File: config.mk
export PLATFORM = sky130hd
export DESIGN_NAME = rv_pipeline_hazard_ctrl
export DESIGN_NICKNAME = d
export VERILOG_FILES = /design/src/rtl/rv_pipe_pkg.sv /design/src/rtl/rv_forward_unit.sv /design/src/rtl/rv_pipeline_hazard_ctrl.sv
export SDC_FILE = /design/constraint.sdc
export NUM_CORES = 1
export LEC_CHECK = 0
export CAP_MARGIN = 40
export CORE_MARGIN = 8
export CORE_UTILIZATION = 40
export DETAILED_ROUTE_END_ITERATION = 12
export GPL_TIMING_DRIVEN = 1
export HOLD_SLACK_MARGIN = 0.03
export PLACE_DENSITY = 0.78
export SLEW_MARGIN = 15
export SYNTH_ARGS = -nofsm -noshare
export SYNTH_HDL_FRONTEND = slang
export SYNTH_HIERARCHICAL = 1
export SYNTH_SLANG_ARGS = --single-unit
export TNS_END_PERCENT = 50
File: constraint.sdc
create_clock -name clk -period 2.05 [get_ports clk]
set_input_delay 0.41 -clock clk [delete_from_list [all_inputs] [get_ports clk]]
set_output_delay 0.41 -clock clk [all_outputs]
set_load 0.01 [all_outputs]
File: src/rtl/rv_pipe_pkg.sv
// Package: rv_pipe_pkg
// Shared encodings for the pipeline hazard controller.
//   FWD_RF / FWD_WB / FWD_MEM : ALU operand mux selects
//   hazard_state_t            : hazard FSM states (RUN, MEM_WAIT)
package rv_pipe_pkg;

    localparam logic [1:0] FWD_RF  = 2'b00;  // operand from register file
    localparam logic [1:0] FWD_WB  = 2'b01;  // operand from WB result
    localparam logic [1:0] FWD_MEM = 2'b10;  // operand from EX_MEM ALU result

    typedef enum logic {
        RUN      = 1'b0,
        MEM_WAIT = 1'b1
    } hazard_state_t;

endpackage

File: src/rtl/rv_forward_unit.sv
// Module: rv_forward_unit
// Combinational ALU operand forwarding selects for the EX stage.
// Ports:
//   ex_rs1, ex_rs2  in   source registers of the instruction in EX
//   mem_rd          in   destination register in MEM
//   mem_reg_write   in   MEM instruction writes the register file
//   wb_rd           in   destination register in WB
//   wb_reg_write    in   WB instruction writes the register file
//   forward_a/b     out  operand select (FWD_RF / FWD_WB / FWD_MEM)
module rv_forward_unit
    import rv_pipe_pkg::*;
#(
    parameter int unsigned REG_AW = 5
) (
    input  logic [REG_AW-1:0] ex_rs1,
    input  logic [REG_AW-1:0] ex_rs2,
    input  logic [REG_AW-1:0] mem_rd,
    input  logic              mem_reg_write,
    input  logic [REG_AW-1:0] wb_rd,
    input  logic              wb_reg_write,
    output logic [1:0]        forward_a,
    output logic [1:0]        forward_b
);

    logic mem_hit_a, mem_hit_b, wb_hit_a, wb_hit_b;

    // x0 is hardwired zero and is never a forwarding source.
    always_comb begin
        mem_hit_a = mem_reg_write && (mem_rd != '0) && (mem_rd == ex_rs1);
        mem_hit_b = mem_reg_write && (mem_rd != '0) && (mem_rd == ex_rs2);
        wb_hit_a  = wb_reg_write  && (wb_rd  != '0) && (wb_rd  == ex_rs1);
        wb_hit_b  = wb_reg_write  && (wb_rd  != '0) && (wb_rd  == ex_rs2);
    end

    // The younger EX_MEM result wins over WB when both match.
    always_comb begin
        forward_a = FWD_RF;
        forward_b = FWD_RF;
        if (mem_hit_a)      forward_a = FWD_MEM;
        else if (wb_hit_a)  forward_a = FWD_WB;
        if (mem_hit_b)      forward_b = FWD_MEM;
        else if (wb_hit_b)  forward_b = FWD_WB;
    end

endmodule

File: src/rtl/rv_pipeline_hazard_ctrl.sv
// Module: rv_pipeline_hazard_ctrl
// Central hazard controller for the 5-stage RISC-V pipeline: load-use stall,
// taken-branch flush (branch resolved in MEM), multi-cycle data-memory wait,
// operand forwarding and saturating performance counters.
// Ports:
//   clk, reset (sync, active-low)
//   id_rs1/id_rs2, id_use_rs1/id_use_rs2  ID-stage source regs and usage
//   ex_rs1/ex_rs2, ex_rd, ex_mem_read     EX-stage regs, load flag
//   mem_rd, mem_reg_write, mem_access     MEM-stage dest, RF write, ld/st
//   wb_rd, wb_reg_write                   WB-stage dest, RF write
//   branch_taken                          MEM-stage branch resolved taken
//   pc_write, *_write, *_flush, *_bubble  pipeline register controls
//   forward_a/b                           ALU operand selects
//   cnt_loaduse/cnt_memwait/cnt_flush     performance counters
module rv_pipeline_hazard_ctrl
    import rv_pipe_pkg::*;
#(
    parameter int unsigned REG_AW  = 5,
    parameter int unsigned MEM_LAT = 0,
    parameter int unsigned CNT_W   = 32
) (
    input  logic              clk,
    input  logic              reset,
    input  logic [REG_AW-1:0] id_rs1,
    input  logic [REG_AW-1:0] id_rs2,
    input  logic              id_use_rs1,
    input  logic              id_use_rs2,
    input  logic [REG_AW-1:0] ex_rs1,
    input  logic [REG_AW-1:0] ex_rs2,
    input  logic [REG_AW-1:0] ex_rd,
    input  logic              ex_mem_read,
    input  logic [REG_AW-1:0] mem_rd,
    input  logic              mem_reg_write,
    input  logic              mem_access,
    input  logic [REG_AW-1:0] wb_rd,
    input  logic              wb_reg_write,
    input  logic              branch_taken,
    output logic              pc_write,
    output logic              if_id_write,
    output logic              if_id_flush,
    output logic              id_ex_write,
    output logic              id_ex_bubble,
    output logic              ex_mem_write,
    output logic              ex_mem_bubble,
    output logic              mem_wb_bubble,
    output logic [1:0]        forward_a,
    output logic [1:0]        forward_b,
    output logic [CNT_W-1:0]  cnt_loaduse,
    output logic [CNT_W-1:0]  cnt_memwait,
    output logic [CNT_W-1:0]  cnt_flush
);

    localparam int unsigned WCNT_W = (MEM_LAT > 1) ? $clog2(MEM_LAT) : 1;
    localparam logic [WCNT_W-1:0] WAIT_LOAD = WCNT_W'((MEM_LAT > 0) ? MEM_LAT - 1 : 0);

    hazard_state_t     state_q, state_d;
    logic [WCNT_W-1:0] wait_cnt_q, wait_cnt_d;
    logic              done_q, done_d;
    logic [CNT_W-1:0]  cnt_loaduse_q, cnt_loaduse_d;
    logic [CNT_W-1:0]  cnt_memwait_q, cnt_memwait_d;
    logic [CNT_W-1:0]  cnt_flush_q, cnt_flush_d;

    logic [1:0] fwd_a_raw, fwd_b_raw;
    logic       load_use;
    logic       mem_start;

    rv_forward_unit #(
        .REG_AW (REG_AW)
    ) u_fwd (
        .ex_rs1        (ex_rs1),
        .ex_rs2        (ex_rs2),
        .mem_rd        (mem_rd),
        .mem_reg_write (mem_reg_write),
        .wb_rd         (wb_rd),
        .wb_reg_write  (wb_reg_write),
        .forward_a     (fwd_a_raw),
        .forward_b     (fwd_b_raw)
    );

    assign forward_a = reset ? fwd_a_raw : FWD_RF;
    assign forward_b = reset ? fwd_b_raw : FWD_RF;

    always_comb begin
        load_use  = ex_mem_read && (ex_rd != '0) &&
                    ((id_use_rs1 && (id_rs1 == ex_rd)) ||
                     (id_use_rs2 && (id_rs2 == ex_rd)));
        // done_q marks the access already served, so the same instruction
        // sitting in MEM after its wait does not start a second wait.
        mem_start = (MEM_LAT != 0) && mem_access && !done_q;
    end

    always_comb begin
        state_d       = state_q;
        wait_cnt_d    = wait_cnt_q;
        done_d        = done_q;
        cnt_loaduse_d = cnt_loaduse_q;
        cnt_memwait_d = cnt_memwait_q;
        cnt_flush_d   = cnt_flush_q;
        pc_write      = 1'b1;
        if_id_write   = 1'b1;
        if_id_flush   = 1'b0;
        id_ex_write   = 1'b1;
        id_ex_bubble  = 1'b0;
        ex_mem_write  = 1'b1;
        ex_mem_bubble = 1'b0;
        mem_wb_bubble = 1'b0;

        if (!reset) begin
            state_d       = RUN;
            wait_cnt_d    = '0;
            done_d        = 1'b0;
            cnt_loaduse_d = '0;
            cnt_memwait_d = '0;
            cnt_flush_d   = '0;
            pc_write      = 1'b0;
            if_id_write   = 1'b0;
            if_id_flush   = 1'b1;
            id_ex_write   = 1'b0;
            id_ex_bubble  = 1'b1;
            ex_mem_write  = 1'b0;
            ex_mem_bubble = 1'b1;
            mem_wb_bubble = 1'b1;
        end else begin
            unique case (state_q)
                RUN: begin
                    if (mem_start) begin
                        pc_write      = 1'b0;
                        if_id_write   = 1'b0;
                        id_ex_write   = 1'b0;
                        ex_mem_write  = 1'b0;
                        mem_wb_bubble = 1'b1;
                        if (cnt_memwait_q != '1) cnt_memwait_d = cnt_memwait_q + 1'b1;
                        // The entry cycle is the first stall cycle; with a
                        // single extra cycle there is nothing left to wait.
                        if (MEM_LAT == 1) begin
                            done_d = 1'b1;
                        end else begin
                            state_d    = MEM_WAIT;
                            wait_cnt_d = WAIT_LOAD;
                        end
                    end else begin
                        // EX_MEM advances in every non-waiting RUN cycle.
                        done_d = 1'b0;
                        if (branch_taken) begin
                            if_id_flush   = 1'b1;
                            id_ex_bubble  = 1'b1;
                            ex_mem_bubble = 1'b1;
                            if (cnt_flush_q != '1) cnt_flush_d = cnt_flush_q + 1'b1;
                        end else if (load_use) begin
                            pc_write     = 1'b0;
                            if_id_write  = 1'b0;
                            id_ex_bubble = 1'b1;
                            if (cnt_loaduse_q != '1) cnt_loaduse_d = cnt_loaduse_q + 1'b1;
                        end
                    end
                end
                MEM_WAIT: begin
                    pc_write      = 1'b0;
                    if_id_write   = 1'b0;
                    id_ex_write   = 1'b0;
                    ex_mem_write  = 1'b0;
                    mem_wb_bubble = 1'b1;
                    if (cnt_memwait_q != '1) cnt_memwait_d = cnt_memwait_q + 1'b1;
                    // wait_cnt holds the remaining stall cycles including
                    // this one, so total stall is exactly MEM_LAT cycles.
                    if (wait_cnt_q <= WCNT_W'(1)) begin
                        state_d    = RUN;
                        wait_cnt_d = '0;
                        done_d     = 1'b1;
                    end else begin
                        wait_cnt_d = wait_cnt_q - 1'b1;
                    end
                end
                default: state_d = RUN;
            endcase
        end
    end

    always_ff @(posedge clk) begin
        state_q       <= state_d;
        wait_cnt_q    <= wait_cnt_d;
        done_q        <= done_d;
        cnt_loaduse_q <= cnt_loaduse_d;
        cnt_memwait_q <= cnt_memwait_d;
        cnt_flush_q   <= cnt_flush_d;
    end

    assign cnt_loaduse = cnt_loaduse_q;
    assign cnt_memwait = cnt_memwait_q;
    assign cnt_flush   = cnt_flush_q;

endmodule

=== Word-level counts from Yosys, hierarchy flattened ===
Index checks and enable logic that the tools add are counted.
W data, S select, Z words.

* Reduce and logical (&&, ||, !) cells: 17
* Bitwise operators: 2
* Muxes and demuxes: 27
* Add/sub/neg operators: 4
* Equal/unequal tests: 10
* Magnitude comparators: 1

{| class="wikitable"
|+ Operators with widths
! operator !! number
|-
| $add A32 B1 Y32 const B || 3
|-
| $ne A32 B32 Y1 const B || 3
|-
| $mux W32 || 2
|-
| $eq A5 B5 Y1 || 6
|-
| $mux W1 || 17
|-
| $reduce_bool A5 Y1 || 3
|-
| $logic_and A1 B1 Y1 || 10
|-
| $mux W2 || 4
|-
| $pmux W1 S2 || 4
|-
| $reduce_and A4 Y1 || 1
|-
| $reduce_and A3 Y1 || 1
|-
| $ne A2 B1 Y1 const B || 1
|-
| $not A1 Y1 || 2
|-
| $reduce_and A2 Y1 || 1
|-
| $le A1 B1 Y1 const B || 1
|-
| $logic_or A1 B1 Y1 || 1
|-
| $sub A1 B1 Y1 const B || 1
|}

* Bits of input ports: 44
* Bits in registers: 98
* Output and inout port bits: 108

=== Logic depth before layout (Yosys ltp) ===
* Depth in word-level cells: 8
* Depth in mapped cells: 9
* Mapped depth without buffers: 7

=== Modules after synthesis ===
The synthesis kept the hierarchy.

{| class="wikitable"
|+ By module, submodules not included
! module !! area each (um2) !! cells an instance !! times used
|-
| rv_pipeline_hazard_ctrl || 3535.9 || 444 || 1
|-
| rv_forward_unit || 272.8 || 36 || 1
|}

=== Worst setup path before layout ===
Ideal clock, no wire load.

* Path kind: input-to-output
* Start point: in ex_rd[1]
* End point: out pc_write
* Stages on the path: 6
* Data required time: 1.640 ns
* Slack: -0.181 ns
* Arrival time: 1.821 ns
* Path buffers: 1
* Path through: or4_1 -> o21ai_0 -> nor2_1 -> and2_1 -> nor2_1 -> buf_4

* Word-level cells in the longest chain between the ends: 8
* Elaborated cells between the ends (all ways): 12

{| class="wikitable"
|+ RTL lines
! what !! RTL line !! source
|-
| start, declared || rv_pipeline_hazard_ctrl.sv:30 || <nowiki>input logic [REG_AW-1:0] ex_rd,</nowiki>
|-
| $eq A5 B5 Y1 (on tied branches) || rv_pipeline_hazard_ctrl.sv:85, rv_pipeline_hazard_ctrl.sv:86 ||
|-
| $logic_and A1 B1 Y1 (on tied branches) || rv_pipeline_hazard_ctrl.sv:85, rv_pipeline_hazard_ctrl.sv:86 ||
|-
| $logic_or A1 B1 Y1 || rv_pipeline_hazard_ctrl.sv:85 || <nowiki>((id_use_rs1 && (id_rs1 == ex_rd)) ||</nowiki>
|-
| $logic_and A1 B1 Y1 (*) || rv_pipeline_hazard_ctrl.sv:84 || <nowiki>load_use = ex_mem_read && (ex_rd != '0) &&</nowiki>
|-
| $mux W1 (*) (2 in a row) || - ||
|-
| $pmux W1 S2 (*) || - ||
|-
| $mux W1 (*) || - ||
|-
| end, declared || rv_pipeline_hazard_ctrl.sv:38 || <nowiki>output logic pc_write,</nowiki>
|}

Mark *: on every way between the ends. The rest lies on a longest branch, timed or not.

=== Worst setup path after layout ===
* Start point: in mem_rd[3]
* End point: out forward_a[0]

* Word-level cells in the longest chain between the ends: 5
* Elaborated cells between the ends (all ways): 6

{| class="wikitable"
|+ RTL lines
! what !! RTL line !! source
|-
| start, declared || rv_pipeline_hazard_ctrl.sv:32 || <nowiki>input logic [REG_AW-1:0] mem_rd,</nowiki>
|-
| $reduce_bool A5 Y1 || rv_forward_unit.sv:29 || <nowiki>mem_hit_a = mem_reg_write && (mem_rd != '0) && (mem_rd == ex_rs1);</nowiki>
|-
| $logic_and A1 B1 Y1 || rv_forward_unit.sv:29 ||
|-
| $logic_and A1 B1 Y1 (*) || rv_forward_unit.sv:29 ||
|-
| $mux W2 (*) || rv_forward_unit.sv:39 || <nowiki>if (mem_hit_a) forward_a = FWD_MEM;</nowiki>
|-
| named net fwd_a_raw[0] || rv_pipeline_hazard_ctrl.sv:63 || <nowiki>logic [1:0] fwd_a_raw, fwd_b_raw;</nowiki>
|-
| $mux W2 (*) || rv_pipeline_hazard_ctrl.sv:80 || <nowiki>assign forward_a = reset ? fwd_a_raw : FWD_RF;</nowiki>
|-
| end, declared || rv_pipeline_hazard_ctrl.sv:46 || <nowiki>output logic [1:0] forward_a,</nowiki>
|}

Mark *: on every way through the listed nets, which the timed path passes. The rest lies on a longest branch.

==> results.sh <==
export IMPL_seq_area_frac_synth_pct=33.64
export IMPL_wl_met1_um=5108
export IMPL_layout_nets=716
export IMPL_wirelength_um=12660
export IMPL_drt_iter0_drc=185
export IMPL_finalHoldViolCount=0
export IMPL_num_rows=35
export IMPL_critPathArrivalTime_ns=1.78
export IMPL_crit_slowest_cell="or4_4"
export IMPL_synth_edf_count=0
export IMPL_ys_top_cells_by_area="dfxtp_1 34%, xnor2_1 7.8%, buf_4 7.5%"
export IMPL_viasPerCell=5.153
export IMPL_htree_levels=3
export IMPL_setup_slack_ns=-0.1398
export IMPL_ys_types=42
export IMPL_cp_max_fo=2
export IMPL_synth_seq_cells=64
export IMPL_regArea_um2=1303
export IMPL_clk_latency_ns=0.34
export IMPL_drcViolationCount=0
export IMPL_path_class="in -> out"
export IMPL_ys_flop_type="dfxtp_1"
export IMPL_grt_pass1_wl_um=20160
export IMPL_drive_gt1_share_pct=25.37
export IMPL_grt_max_degree=60
export IMPL_antennaDiodeCount=0
export IMPL_clk_pin_slew_ns=0.06
export IMPL_tightest_slew_ns=0.6443
export IMPL_r2r_slack_ns=0.05
export IMPL_p_leak_nw=2.270
export IMPL_grt_pass1_vias=4231
export IMPL_synth_largest_area_cell="dfxtp_1"
export IMPL_critPathTopFamily="simple AND/OR/NAND/NOR gates"
export IMPL_area_delta_synth_final_pct=58.61
export IMPL_fmax_mhz=456.7
export IMPL_critPathMaxStageDelay_ns=0.53
export IMPL_ant_nets=0
export IMPL_fin_crit_sh_pct=106.8
export IMPL_violations="negative setup slack"
export IMPL_dr_pass1_iters=4
export IMPL_vias=4138
export IMPL_period_minus_slack_ns=2.190
export IMPL_gp_congestion=0.8814
export IMPL_met2_length_um=6358
export IMPL_dp_cells=778
export IMPL_cts_tree="done"
export IMPL_die_height_um=113.6
export IMPL_async_reset_ff_share_pct=0
export IMPL_grt_setup_unrepaired="yes"
export IMPL_crit_chain="buf_6 -> or4_4 -> o21ai_4 -> nor4_4 -> nor4_1 -> and2_1 -> buf_2"
export IMPL_wl_per_cell_um=15.76
export IMPL_fin_tns_setup_ns=-0.3014
export IMPL_max_slew_margin_rel_pct=57.05
export IMPL_p_total_mw=2.920
export IMPL_vdd_drop_max_v=0.0003046
export IMPL_setup_viol=5
export IMPL_grt_ovfl_total=0
export IMPL_antenna_found_initial=0
export IMPL_clock_skew_ns=0.01098
export IMPL_dp_hpwl_um=9414
export IMPL_syn_avg_cell_area_um2=7.935
export IMPL_fillCellCount=766
export IMPL_hold_buffers=0
export IMPL_dieWidth_um=113.6
export IMPL_cts_root_buf="clkbuf_8"
export IMPL_syn_inst=480
export IMPL_worstSetupStartpointType="input port"
export IMPL_routed_wl_met3_um=899
export IMPL_status="finished with violations"
export IMPL_core_area_um2=9240
export IMPL_cts_buffer_depth=2
export IMPL_path_buf_inv=2
export IMPL_cts_inserted_buffers=9
export IMPL_netlist_area_um2=3809
export IMPL_final_cells=803
export IMPL_drv_slew=0
export IMPL_synth_warnings=6
export IMPL_port_buffers=118
export IMPL_worst_setup_path_end_kind="output pin"
export IMPL_utilization_pct=65.38
export IMPL_power_density_nw_per_um2=483.4
export IMPL_dr_max_layer_used="met4"
export IMPL_track_usage_pct=18.80
export IMPL_drv_cap=0
export IMPL_ios=152
export IMPL_start_util_pct=41.22
export IMPL_multi_input_area_um2=2502
export IMPL_required_ns=1.64
export IMPL_synth_top_cell_area_share_pct=33.64
export IMPL_die_area_um2=12900
export IMPL_hp_class="reg -> reg"
export IMPL_cts_sinks=64
-- metrics by stage --
stage / instance area [um^2] / hold WS, ns / setup slack, ns
finish: 6041 / 0.5013 / -0.1398
global route: 6041 / 0.5274 / -0.1894
CTS: 5837 / 0.5046 / -0.1528
detailed placement: 5480 / 0.4943 / -0.8980
global placement: 5480 / 0.4840 / -0.8925
floorplan: 3939 / 0.5080 / -0.03076
-- synthesized netlist by cell type (5+ instances only) --
| master | number |
|---|---|
| nor2_1 | 43 |
| or3_1 | 25 |
| o21ai_0 | 26 |
| nand4_1 | 29 |
| nand3_1 | 28 |
| nor3_1 | 5 |
| or4_1 | 8 |
| and3_1 | 7 |
| xnor2_1 | 34 |
| buf_4 | 38 |
| o31ai_1 | 5 |
| nand2_1 | 40 |
| and2_1 | 7 |
| inv_1 | 10 |
| a21oi_1 | 30 |
| xor2_1 | 24 |
| dfxtp_1 | 64 |
| clkbuf_1 | 11 |
| nor4_1 | 12 |
-- where the power goes --
| part | switching, mW | internal (mW) | total (mW) |
|---|---|---|---|
| Clock | 0.486 | 0.812 | 1.30 |
| Sequential | 0.00599 | 1.25 | 1.25 |
| Combinational | 0.184 | 0.185 | 0.369 |
-- layer usage --
layer  track usage, %  vias up
met5                0        -
met4            7.016        0
met3            5.494       28
met2            33.29      140
met1            20.75     1954
li1                 -     2016
-- final timing paths --
kind | start | depth (start not counted) | endpoint
min | cnt_loaduse[28] | 2 | cnt_loaduse[28]
max reg2reg | cnt_flush[16] | 6 | cnt_flush[29]
max | mem_rd[3] | 7 | forward_a[0]
min reg2reg | cnt_loaduse[28] | 2 | cnt_loaduse[28]
-- final cells by class --
| cell class | instances | share of cell area, % |
|---|---|---|
| multi-input cells | 384 | 41.43 |
| repair buffers | 200 | 29.68 |
| flip-flops and latches | 64 | 21.56 |
| clock buffers | 13 | 2.962 |
| well taps | 129 | 2.672 |
| clock inverters | 2 | 0.9942 |
| inverters | 11 | 0.7042 |
-- placed cells by master, fill, tap and decap left out, drive strengths merged, types with 2 or more instances in the layout --
master / n
and3: 7
clkdlybuf4s15: 5
nand2b: 4
inv: 10
mux2i: 2
buf: 95
clkdlybuf4s50: 72
nor4: 13
nand4: 29
bufinv: 2
o21ai: 27
dfxtp: 64
clkbuf: 16
nor3: 5
nand2: 40
dlymetal6s2s: 5
conb: 32
o31ai: 5
and4: 4
and2: 7
or4: 9
or2: 2
or3: 26
nand3: 28
dlygate4sd2: 20
a21oi: 30
nor2: 43
ha: 2
xor2: 24
xnor2: 34
-- worst min-delay path, cell delays in order, from the launching register on --
cell and delay (ns):
dfxtp_1 0.34, nand2_1 0.06, mux2i_1 0.05
-- state kept, by name, summed over array words and instances (netlist names) --
| signal | cells |
|---|---|
| cnt_flush | 32 |
| cnt_loaduse | 32 |
-- cell families (layout without fill, tap and decap cells) --
group | after synthesis | in the layout | synth area share, %
other | 1 | 32 | 0.09846
adder cells (fa/ha/maj) | 2 | 2 | 0.6569
flip-flops | 64 | 64 | 33.64
AO/OA/AOI/OAI | 72 | 72 | 11.24
XOR/XNOR | 58 | 58 | 13.34
AND/OR/NAND/NOR | 218 | 218 | 30.45
buffers and inverters | 63 | 226 | 10.05
multiplexers | 2 | 2 | 0.5256
-- what timing repair did --
item / CTS / global route
gates resized for setup: 112 / 62
hold endpoints to repair: 0 / 0
setup buffers: 6 / 5
endpoints found under the setup margin: 42 / 63
pin swaps: 27 / 27
Note: power is estimated with default switching activity, not from simulation.
